[src/rtl/rsa_probe_pkg.sv]
// Shared definitions for the RSA timing probe: FSM encoding and the packed
// layout of a latency record {cycles, message, match, sat}.
package rsa_probe_pkg;

   typedef enum logic {
      ST_IDLE = 1'b0,
      ST_RUN  = 1'b1
   } state_t;

   localparam int OFF_SAT   = 0;
   localparam int OFF_MATCH = 1;
   localparam int OFF_MSG   = 2;

   function automatic int rec_w(input int cnt_w, input int width);
      return cnt_w + width + 2;
   endfunction

   function automatic int off_cycles(input int width);
      return width + 2;
   endfunction

endpackage

[src/rtl/rsa_probe_fifo.sv]
// Synchronous circular FIFO with registered read port, occupancy count and
// drop-on-full; a push into a full FIFO is only accepted alongside a pop.
module rsa_probe_fifo #(
   parameter int REC_W = 26,
   parameter int DEPTH = 8
) (
   input  logic                       clk,
   input  logic                       rst_n,
   input  logic                       push,
   input  logic [REC_W-1:0]           wr_data,
   input  logic                       pop,
   output logic                       rd_valid,
   output logic [REC_W-1:0]           rd_data,
   output logic [$clog2(DEPTH):0]     count,
   output logic                       empty,
   output logic                       full,
   output logic                       drop
);

   localparam int AW = $clog2(DEPTH);
   localparam int CW = AW + 1;

   logic [REC_W-1:0] mem [DEPTH];
   logic [AW-1:0]    wr_ptr;
   logic [AW-1:0]    rd_ptr;
   logic             pop_ok;
   logic             push_ok;

   assign empty   = (count == '0);
   assign full    = (count == CW'(DEPTH));
   assign pop_ok  = pop && !empty;
   assign push_ok = push && (!full || pop_ok);
   assign drop    = push && full && !pop_ok;

   always_ff @(posedge clk) begin
      if (push_ok) begin
         mem[wr_ptr] <= wr_data;
      end
   end

   always_ff @(posedge clk) begin
      if (!rst_n) begin
         wr_ptr   <= '0;
         rd_ptr   <= '0;
         count    <= '0;
         rd_valid <= 1'b0;
         rd_data  <= '0;
      end else begin
         rd_valid <= pop_ok;
         if (pop_ok) begin
            rd_data <= mem[rd_ptr];
            rd_ptr  <= rd_ptr + AW'(1);
         end
         if (push_ok) begin
            wr_ptr <= wr_ptr + AW'(1);
         end
         case ({push_ok, pop_ok})
            2'b10:   count <= count + CW'(1);
            2'b01:   count <= count - CW'(1);
            default: count <= count;
         endcase
      end
   end

endmodule

[src/rtl/rsa_timing_probe.sv]
// Measures RSA decryption latency from launch to finish, checks the decrypted
// message against the applied plaintext and queues one record per run.
//
//   state   | meaning
//   --------+----------------------------------------------------------
//   ST_IDLE | waiting for start; done is ignored here
//   ST_RUN  | counting cycles until done; start is ignored here
import rsa_probe_pkg::*;

module rsa_timing_probe #(
   parameter int WIDTH = 8,
   parameter int CNT_W = 16,
   parameter int DEPTH = 8
) (
   input  logic                   clk,
   input  logic                   rst_n,
   input  logic                   start,
   input  logic [WIDTH-1:0]       m_ref,
   input  logic                   done,
   input  logic [WIDTH-1:0]       m_decrypted,
   input  logic                   rd_en,
   output logic                   rd_valid,
   output logic [CNT_W-1:0]       rd_cycles,
   output logic [WIDTH-1:0]       rd_msg,
   output logic                   rd_match,
   output logic                   rd_sat,
   output logic                   busy,
   output logic [$clog2(DEPTH):0] count,
   output logic                   empty,
   output logic                   full,
   output logic                   overflow
);

   localparam int REC_W   = rec_w(CNT_W, WIDTH);
   localparam int OFF_CYC = off_cycles(WIDTH);

   state_t           state_q, state_d;
   logic [CNT_W-1:0] cnt_q, cnt_d, cnt_inc;
   logic             sat_q, sat_d;
   logic [WIDTH-1:0] ref_q, ref_d;
   logic             push;
   logic             drop;
   logic [REC_W-1:0] rec;
   logic [REC_W-1:0] rd_rec;

   // Saturating increment; a record whose cycle field is all-ones is flagged sat.
   assign cnt_inc = (cnt_q == '1) ? cnt_q : cnt_q + CNT_W'(1);
   assign rec     = {cnt_inc, m_decrypted, (m_decrypted == ref_q),
                     (sat_q || (cnt_inc == '1))};

   always_ff @(posedge clk) begin
      if (!rst_n) begin
         state_q  <= ST_IDLE;
         cnt_q    <= '0;
         sat_q    <= 1'b0;
         ref_q    <= '0;
         overflow <= 1'b0;
      end else begin
         state_q <= state_d;
         cnt_q   <= cnt_d;
         sat_q   <= sat_d;
         ref_q   <= ref_d;
         if (drop) begin
            overflow <= 1'b1;
         end
      end
   end

   always_comb begin
      state_d = state_q;
      cnt_d   = cnt_q;
      sat_d   = sat_q;
      ref_d   = ref_q;
      push    = 1'b0;
      case (state_q)
         ST_IDLE: begin
            if (start) begin
               ref_d   = m_ref;
               cnt_d   = '0;
               sat_d   = 1'b0;
               state_d = ST_RUN;
            end
         end
         ST_RUN: begin
            if (done) begin
               push    = 1'b1;
               state_d = ST_IDLE;
            end else begin
               cnt_d = cnt_inc;
               if (cnt_inc == '1) begin
                  sat_d = 1'b1;
               end
            end
         end
         default: state_d = ST_IDLE;
      endcase
   end

   assign busy = (state_q == ST_RUN);

   rsa_probe_fifo #(
      .REC_W (REC_W),
      .DEPTH (DEPTH)
   ) u_fifo (
      .clk      (clk),
      .rst_n    (rst_n),
      .push     (push),
      .wr_data  (rec),
      .pop      (rd_en),
      .rd_valid (rd_valid),
      .rd_data  (rd_rec),
      .count    (count),
      .empty    (empty),
      .full     (full),
      .drop     (drop)
   );

   assign rd_cycles = rd_rec[OFF_CYC +: CNT_W];
   assign rd_msg    = rd_rec[OFF_MSG +: WIDTH];
   assign rd_match  = rd_rec[OFF_MATCH];
   assign rd_sat    = rd_rec[OFF_SAT];

endmodule

[config.mk]
export PLATFORM = sky130hd
export DESIGN_NAME = rsa_timing_probe
export DESIGN_NICKNAME = d
export VERILOG_FILES = /design/src/rtl/rsa_probe_pkg.sv /design/src/rtl/rsa_probe_fifo.sv /design/src/rtl/rsa_timing_probe.sv
export SDC_FILE = /design/constraint.sdc
export NUM_CORES = 1
export LEC_CHECK = 0
export ABC_AREA = 1
export CORE_MARGIN = 5
export CORE_UTILIZATION = 45
export CTS_BUF_LIST = sky130_fd_sc_hd__clkbuf_4
export DETAILED_ROUTE_END_ITERATION = 6
export DONT_BUFFER_PORTS = 1
export GPL_ROUTABILITY_DRIVEN = 1
export HOLD_SLACK_MARGIN = 0.12
export PLACE_DENSITY_LB_ADDON = 0.3
export SLEW_MARGIN = 20
export SYNTH_ARGS = -nofsm -noshare
export SYNTH_HDL_FRONTEND = slang
export SYNTH_SLANG_ARGS = --single-unit
[constraint.sdc]
create_clock -name clk -period 2.7 [get_ports clk]
set_input_delay 0.405 -clock clk [delete_from_list [all_inputs] [get_ports clk]]
set_output_delay 0.405 -clock clk [all_outputs]
set_load 0.02 [all_outputs]
==> results of run 1 <==
-- through the flow --
step | hold slack (ps) | area [sq um]
2_1_floorplan | 445 | 10800
3_3_place_gp | 454 | 11400
3_5_place_dp | 461 | 11400
4_1_cts | 132 | 12500
5_1_grt | 153 | 12500
6_report | 176 | 12500
-- sequential cells by signal, indices dropped and copies added, names as in the netlist --
register and flops:
ref_q 8, sat_q 1, cnt_q 16, u_fifo.count 4, busy 1, u_fifo.mem 208
u_fifo.rd_data 26, u_fifo.wr_ptr 3, u_fifo.rd_valid 1, overflow 1, u_fifo.rd_ptr 3
-- per-layer routing --
layer	up-vias	track usage [%]	routed length, um	part of all wire [%]
met5	-	0	0	0
met4	0	6.58	497	2.0
met3	41	4.52	1420	5.7
met2	205	31.1	12300	49
met1	3630	23.8	10700	43
li1	3604	-	-	-
-- where the power goes --
group,internal [mW],switching [mW]
Clock,2.00,1.56
Combinational,0.571,1.27
Sequential,4.68,0.354
-- layout by cell type, fill, tap and decap left out, drive strengths merged, types with 2 or more instances in the layout --
master,netlist,layout
nand3,10,10
a21oi,54,54
nor2,158,158
buf,9,35
edfxtp,208,208
clkbuf,44,108
bufinv,0,2
ha,5,5
xnor2,9,9
o221ai,26,26
inv,27,29
o21bai,4,4
xor2,5,5
o22ai,26,26
o21ai,178,178
dlygate4sd3,0,20
nand4,9,9
nand2,101,101
clkinv,1,10
dfxtp,64,64
nor3,2,2
-- area by class of cell --
class                           instances  share of cell area (%)
Sequential cell                       272                    60.2
Clock inverter                         13                   0.810
Multi-Input combinational cell        592                    24.1
Clock buffer                          108                    6.48
Timing Repair Buffer                   55                    4.40
Tap cell                              319                    3.19
Inverter                               28                   0.860
Antenna cell                            1                  0.0200
-- cell families (layout without fill, tap and decap cells) --
| group | after synthesis | in the layout | share of synthesized area [%] |
|---|---|---|---|
| xor gates and xnor gates | 14 | 14 | 1.13 |
| and+or+nand+nor | 280 | 280 | 10.7 |
| buffers and inverters | 81 | 204 | 3.05 |
| AOI/OAI and AO/OA | 292 | 292 | 14.9 |
| DFF | 272 | 272 | 69.4 |
| adders and majority gates | 6 | 6 | 0.762 |
| other | 0 | 1 | 0 |
-- worst max-delay path: stages (launching register included) --
cell	delay, ps
dfxtp_1	400
inv_1	140
nand2_1	90
nor3_1	640
nand2_1	100
nand2_1	210
inv_1	100
nand2_1	240
nor2_2	70
buf_4	220
-- final timing paths --
kind,endpoint
hold / removal,sat_q
setup reg to reg,u_fifo.mem[0][23]
setup / recovery,u_fifo.mem[0][23]
hold reg to reg,sat_q
==> metrics, run 1 <==
core area 23600 sq um; starting density of the core 45.9%; critical path launch point u_fifo.count[0]; number of nets produced by synthesis 972; start point of the worst hold path start; mean number of vias per cell 5.39; cell at the root of the clock tree clkbuf_4; FF+latch area 7530 sq um; post-route insts no fill 1388; die area 27300 sq um; total standard cell area after synthesis 10800 sq um; total congestion overflow after global routing 0; Synth area leaders edfxtp_1, dfxtp_1, o21ai_0; worst relative slew slack 44.8%; post-layout min period 2480 ps; standby leakage power 4.29 nW; final routed wire length divided by cell count 18.0 um; Syn-to-layout area delta 15.4%; count of different cell masters after synthesis 35; via count of the first global-routing pass 7350; Filler cells 2058; total of max-cap violations 0; YS warnings 0; Final Util 53.0%; final period utilization 91.9%; I/O pin count 56; # placed instances 1245; CTS H-Tree Depth 3; synthesized instance count 945; number of setup violations in the final report 0; startpoint of the worst register-to-register path u_fifo.count[0]; aggregate negative setup slack 0 ps; primary flip-flop cell chosen by synthesis mapping edfxtp_1; worst setup slack after layout 218 ps; CTS resizes 0; total CTS buffers 69; first-pass GRT wire length 39400 um; run status complete, no violations; highest fanout seen on the critical path 16; Synth Register Bits 272; Least-Margin Pin Slew 822 ps; post-synthesis area per instance 11.5 sq um; # hold bufs at CTS 21; worst setup path category flop to flop; clock skew after layout 36.6 ps; multi-input gate area in the final layout 3010 sq um; share of synthesized area occupied by flip-flops and latches 69.4%; Worst Hold Path Cells 4; Worst Setup Slack post-DPL 236 ps; clock tree buffer depth 3; fraction of post-synthesis cell area in the top cell type by area 57.6%; GRT Util Overall 18.6%; clock transition time at the flip-flop clock pins of the worst setup and hold paths 60 ps; proportion of layout cells with a drive suffix above 1 16.5%; count leader, synth edfxtp_1; ranking of synthesized cells by instance count edfxtp_1, o21ai_0, nor2_1, nand2_1, dfxtp_1; data required time at the worst endpoint 3060 ps; First-pass DRT Iterations 5; FFs w/ async S/R, synth 0%; worst skew pair latency 660 ps; depth of the worst register-to-register path 9; DP Wirelength 14300 um; number of nets still failing antenna checks after routing 0; Crit. End Element flop; number of nets at the end of the flow 1045; type of the most critical hold path input port to flop; data arrival at the endpoint of the critical path 2850 ps; Port-buffer cells 0; launching element type of the critical path flop; Final Routed Wirelength 24900 um; number of sinks driven by the clock tree 272; TritonCTS clock tree built; overall power of the completed layout 10.4 mW; width of the die 165 um; Peak supply drop 0.601 mV; number of max-slew violations in the final report 0; number of buffers inserted to repair setup after CTS 0; unrepaired setup endpoints after global routing false; gpl congestion 0.803; flop2flop setup slack 220 ps; remaining routing DRC violations 0; number of rows in the core area 56; chip height 165 um; largest net degree at the start of global routing 108; number of hold-slack violations in the final timing report 0; highest achievable clock rate 403 MHz; power per unit of standard cell area 834 nW/um^2; 1st-iter DRT viols 540; number of enable flip-flop cells after synthesis 208; number of antenna violations at the first check in global routing 1; biggest area consumer among synthesized cells edfxtp_1; total via count in the routed design 7480
(Power assumes the default switching activity.)
==> run 2, diff against run 1 <==
- CORE_UTILIZATION: 45 -> 39
==> run 2 against run 1 <==
- maximum frequency increased by 1.0%
- cell count is 4.2% higher
- via count down 1.4%
- register-to-register slack gained 20 ps
- sequential cell count is the same
- critical endpoint is now u_fifo.mem[4][14]
==> metrics, run 2 (synthesis results as in run 1) <==
run status complete, no violations; power per unit of standard cell area 842 nW/um^2 (+1.0%); gpl congestion 0.814 (+1.4%); family with the most delay on the worst path simple AND/OR/NAND/NOR gates; Worst path most repeated cell nand2_1; post-route insts no fill 1446 (+4.2%); highest fanout seen on the critical path 26 (+10); worst relative slew slack 44.5% (-0.30 points); GRT Util Overall 16.1% (-2.6 points); slowest cell on the critical path nor3_1; First-pass DRT Iterations 5 (unchanged); standby leakage power 4.27 nW (-0.40%); clock tree buffer depth 3 (unchanged); Port-buffer cells 0 (unchanged); data required time at the worst endpoint 3080 ps (+20 ps); CP max stage delay 650 ps (about the same); overall power of the completed layout 10.6 mW (+2.0%); total CTS buffers 72 (+4.3%); via count of the first global-routing pass 7451 (+1.4%); commonest non-fill, non-tap cell in the layout edfxtp_1; number of setup violations in the final report 0 (unchanged); number of flip-flops under the largest register name 208 (unchanged); DP Wirelength 14000 um (-1.7%); Peak supply drop 0.295 mV (-51%); number of nets at the end of the flow 1035 (-0.96%); post-layout min period 2460 ps (-24.5 ps); total via count in the routed design 7372 (-1.4%); number of buffers inserted to repair setup after CTS 0 (unchanged); Syn-to-layout area delta 16.6%; data arrival at the endpoint of the critical path 2840 ps (about the same); starting density of the core 39.2% (-6.7 points); Filler cells 2534 (+23%); most used cells in the layout excluding fill and tap cells edfxtp_1, o21ai_0, nor2_1, clkbuf_4, nand2_1; I/O pin count 56 (unchanged); total of max-cap violations 0 (unchanged); 1st-iter DRT viols 463 (-14%); Final Routed Wirelength 25100 um (+0.77%); die area 31200 sq um (+14%); number of hold-slack violations in the final timing report 0 (unchanged); final routed wire length divided by cell count 17.4 um (-3.3%); clock transition time at the flip-flop clock pins of the worst setup and hold paths 70 ps (about the same); startpoint of the worst register-to-register path u_fifo.count[0]; Least-Margin Pin Slew 827 ps (+4.45 ps); aggregate negative setup slack 0 ps (unchanged); unrepaired setup endpoints after global routing false; cell at the root of the clock tree clkbuf_4; worst setup path category flop to flop; critical path launch point u_fifo.count[0]; crit-path cells inv_1 > nand2_1 > nor3_1 > nand2_1 > nand2_1 > inv_1 > nand2_1 > nor2_2 > buf_12; Crit. End Element flop; final period utilization 91.0% (-0.91 points); CTS H-Tree Depth 3 (unchanged); first-pass GRT wire length 39500 um (+0.40%); number of antenna violations at the first check in global routing 2 (+1); Final Util 45.7% (-7.3 points); mean number of vias per cell 5.10 (-5.4%); number of rows in the core area 61 (+8.9%); proportion of layout cells with a drive suffix above 1 15.5% (-0.99 points); registers with the most flip-flops u_fifo.mem: 208 flops, u_fifo.rd_data: 26 flops, cnt_q: 16 flops; core area 27600 sq um (+17%); total congestion overflow after global routing 0 (unchanged); highest achievable clock rate 407 MHz (+1.0%); remaining routing DRC violations 0 (unchanged); worst skew pair latency 680 ps (+20 ps); Worst Setup Slack post-DPL 299 ps (+62.7 ps); register with the most flip-flops u_fifo.mem; number of max-slew violations in the final report 0 (unchanged); clock skew after layout 45.6 ps (+8.93 ps); launching element type of the critical path flop; Worst Path Buf+Inv 3 (unchanged); start point of the worst hold path m_decrypted[2]; number of nets still failing antenna checks after routing 0 (unchanged); TritonCTS clock tree built; type of the most critical hold path input port to flop; # placed instances 1292 (+3.8%); worst setup slack after layout 242 ps (+24.5 ps); number of sinks driven by the clock tree 272 (unchanged); width of the die 177 um (+7.0%); chip height 177 um (+7.0%); largest net degree at the start of global routing 105 (-2.8%); flop2flop setup slack 240 ps (+20 ps)
==> run 2: path summary, 6_finish.rpt <==
| kind | to | cells after the start |
|---|---|---|
| worst max-delay path | u_fifo.mem[4][14] | 9 |
| worst min-delay path | u_fifo.mem[1][1] | 3 |
| worst max register to register | u_fifo.mem[4][14] | 9 |
| worst min register to register | sat_q | 2 |
==> run 2: power breakdown <==
group	total, mW	leakage, nW	switching [mW]	internal (mW)
Combinational	1.80	1.29	1.23	0.575
Clock	3.80	0.581	1.64	2.16
Sequential	5.04	2.40	0.361	4.68
==> run 2: metrics by stage <==
stage                     hold WS, ps  instance area, sq um
after global placement            454                 11400
after global routing              183                 12600
after floorplan                   445                 10800
after detailed placement          474                 11400
after CTS                         153                 12600
final                             196                 12600
==> run 2: layer usage <==
metal	vias to the layer above	track usage, %	share of wire (%)
met3	37	4.32	5.2
met4	0	6.29	1.9
met5	-	0	0
met2	170	26.5	48
li1	3603	-	-
met1	3562	20.3	45
==> run 2: final cells by class <==
cell class | instances | area (sq um) | area share [%]
Tap cell | 378 | 473 | 3.74
Inverter | 28 | 108 | 0.852
Multi-Input combinational cell | 592 | 3020 | 23.9
Sequential cell | 272 | 7530 | 59.6
Antenna cell | 3 | 7.51 | 0.0594
Clock inverter | 27 | 209 | 1.65
Clock buffer | 104 | 781 | 6.18
Timing Repair Buffer | 42 | 513 | 4.06
==> run 2: worst reg2reg max path, stage by stage, from the launching register on <==
cell,delay (ps)
dfxtp_1,410
inv_1,150
nand2_1,100
nor3_1,650
nand2_1,100
nand2_1,190
inv_1,100
nand2_1,200
nor2_2,80
buf_12,180
==> run 2: timing repair <==
action	CTS	global route
hold endpoints to repair	120	0
resized for setup	0	1
hold buffers	20	0
endpoints found under the setup margin	0	1
==> edit, RTL diff (settings of run 2) <==
Register the output `count`, cleared by the reset; this adds one clock of latency there. The other outputs are not delayed to match. Comments in the files are not updated.
--- a/src/rtl/rsa_timing_probe.sv
+++ b/src/rtl/rsa_timing_probe.sv
@@ -33,6 +33,8 @@
 
    localparam int REC_W   = rec_w(CNT_W, WIDTH);
    localparam int OFF_CYC = off_cycles(WIDTH);
+
+   logic [$clog2(DEPTH):0] count_d;
 
    state_t           state_q, state_d;
    logic [CNT_W-1:0] cnt_q, cnt_d, cnt_inc;
@@ -109,7 +111,7 @@
       .pop      (rd_en),
       .rd_valid (rd_valid),
       .rd_data  (rd_rec),
-      .count    (count),
+      .count    (count_d),
       .empty    (empty),
       .full     (full),
       .drop     (drop)
@@ -120,5 +122,13 @@
    assign rd_match  = rd_rec[OFF_MATCH];
    assign rd_sat    = rd_rec[OFF_SAT];
 
+   always_ff @(posedge clk) begin
+      if (!rst_n) begin
+         count <= '0;
+      end else begin
+         count <= count_d;
+      end
+   end
+
 endmodule
 
Check against the original RTL: not equivalent (a bounded check fails within 4 cycles, from zero or initial values and one cycle with rst_n low).
==> edit against run 2 <==
Worst setup slack improved by 0.13 ns. Sequential cell count rose by 4. Highest routed layer unchanged. Power rose by 2.9%. Area after synthesis rose by 0.88%. Design area rose by 0.46%. Wire length rose by 3.8%. Global-route usage rose by 0.54 points. Utilization rose by 0.082 points. Critical endpoint is now u_fifo.mem[6][0]. Largest power group unchanged. Non-clock buffer count rose by 12.
==> edit: results (changes against run 2) <==
Dpl cells = 1320 (+2.2%)
Compound-gate portion of the synthesized area = 0.143 (-0.00622)
Crit path largest cell delay = 0.44 ns (-0.21 ns)
Worst hold-check path type = input pin to register
Clock Pin Slew Worst Setup and Hold Paths = 0.07 ns (about the same)
Post-Synth XOR/XNOR Area = 0.0112 (-0.0000984)
Mapped Nets = 990 (+1.9%)
Pre-Repair DR Iteration Count = 5 (unchanged)
Outcome = complete, no violations
Layout cells sized above 1 = 0.171 (+0.0160)
Synth warnings = 0 (unchanged)
NumNets Final = 1064 (+2.8%)
Iteration-0 DRC Markers = 598 (+29%)
Fill cells = 2536 (+0.079%)
Post-CTS Setup Inserts = 0 (unchanged)
Vias per cell = 5.11 (+0.32%)
Multiplexer share of the synthesized area = 0 (unchanged)
Cells after Synth = 963 (+1.9%)
H-tree Lvls = 3 (unchanged)
Clk_lat worst skew = 0.68 ns (about the same)
Top flop regs = u_fifo.mem: 208 flops, u_fifo.rd_data: 26 flops, cnt_q: 16 flops
Setup Skew = 0.0426 ns (-0.00292 ns)
VDD IR max = 0.000504 V (+71%)
Initial antenna violation count = 1 (-1)
WP data required = 3.09 ns (about the same)
Non-filler cells, final = 1473 (+1.9%)
CP max-delay cell = dfxtp_1
Clock root cell = clkbuf_4
Vias in the first global route = 7472 (+0.28%)
Total GRT Usage = 0.166 (+0.00541)
Dpl hpwl = 14.9 mm (+6.1%)
Ys async rst share = 0 (unchanged)
Leakage = 0.00437 uW (+2.4%)
WL/cell = 17.7 um (+1.9%)
First-pass GRT wire length = 40.8 mm (+3.3%)
Unique cell type count in the Yosys netlist = 32 (-8.6%)
Post-synth EDFFs = 208 (unchanged)
Worst rel slew slack = 0.503 (+0.0585)
Sequential area share after synthesis = 0.696 (+0.00128)
Most common library cells after synthesis = 208 x edfxtp_1, 174 x o21ai_0, 148 x nor2_1, 102 x nand2_1, 68 x dfxtp_1
Internal = 7500 uW (+1.2%)
DP Worst Slack = 0.212 ns (-0.0870 ns)
Critical path peak fanout = 10 (-62%)
Largest net degree at the start of global routing = 106 (+0.95%)
Top post-synthesis cells by area = edfxtp_1 57%, dfxtp_1 12%, o21ai_0 8.0%
Placer Congestion = 0.799 (-1.9%)
CTS buffer count = 72 (unchanged)
Max Buffers Root-to-Sink = 3 (unchanged)
Synth Area in Adders = 0.00755 (-0.0000662)
edit: path summary, 6_finish.rpt:
| path | from | to | slack (ns) | cells past startpoint |
|---|---|---|---|---|
| worst max-delay path | cnt_q[0] | u_fifo.mem[6][0] | 0.38 | 11 |
| worst min-delay path | m_decrypted[2] | u_fifo.mem[5][1] | 0.23 | 3 |
| worst max register to register | cnt_q[0] | u_fifo.mem[6][0] | 0.38 | 11 |
| worst min register to register | u_fifo.count[1] | count[1] | 0.47 | 2 |
edit: worst max-delay path, delay by kind of cell (launching register included):
kind	cells	cell delay, ns
flip-flops	1	0.44
adder cells (fa/ha/maj)	1	0.27
AO/OA/AOI/OAI	1	0.26
AND/OR/NAND/NOR	9	1.07
edit: kinds of logic after synthesis:
logic type | Yosys count
simple gates | 295
xor+xnor | 14
flops | 276
compound gates | 284
fa+ha+maj | 6
buf+inv | 88
edit: timing repair:
action                                 CTS  global route
endpoints found under the hold margin  128             0
setup endpoints to repair                0            16
hold buffers                            21             0
resized for setup                        0             1
edit: final cells by class:
class                   count  area share
flip-flops and latches    276       0.599
inverters                  34      0.0101
multi-input cells         599       0.237
clock inverters            20      0.0104
diodes                      1    0.000197
well taps                 378      0.0373
repair buffers             54      0.0398
clock buffers             111      0.0657
edit: metal layers:
metal  up-vias  GRT usage  routed length (um)
met5         -          0                   0
met4         0     0.0599                 500
met3        38     0.0345                1430
met2       226      0.272               12600
met1      3607      0.220               11500
li1       3663          -                   -
edit: power by group through the flow:
| stage | registers [uW] | logic, uW | clock network [uW] |
|---|---|---|---|
| floorplan | 5190 | 1430 | 0 |
| finish | 5150 | 2090 | 3710 |
| detailed placement | 5260 | 2050 | 0 |
| global placement | 5250 | 2020 | 0 |
| CTS | 5170 | 2110 | 3830 |
| global route | 5190 | 2370 | 4060 |
edit: per-stage QoR:
stage               area, sq um  hold WS [ns]
CTS                       12700         0.178
finish                    12700         0.226
detailed placement        11500         0.434
global route              12700         0.175
floorplan                 10900         0.420
global placement          11500         0.434
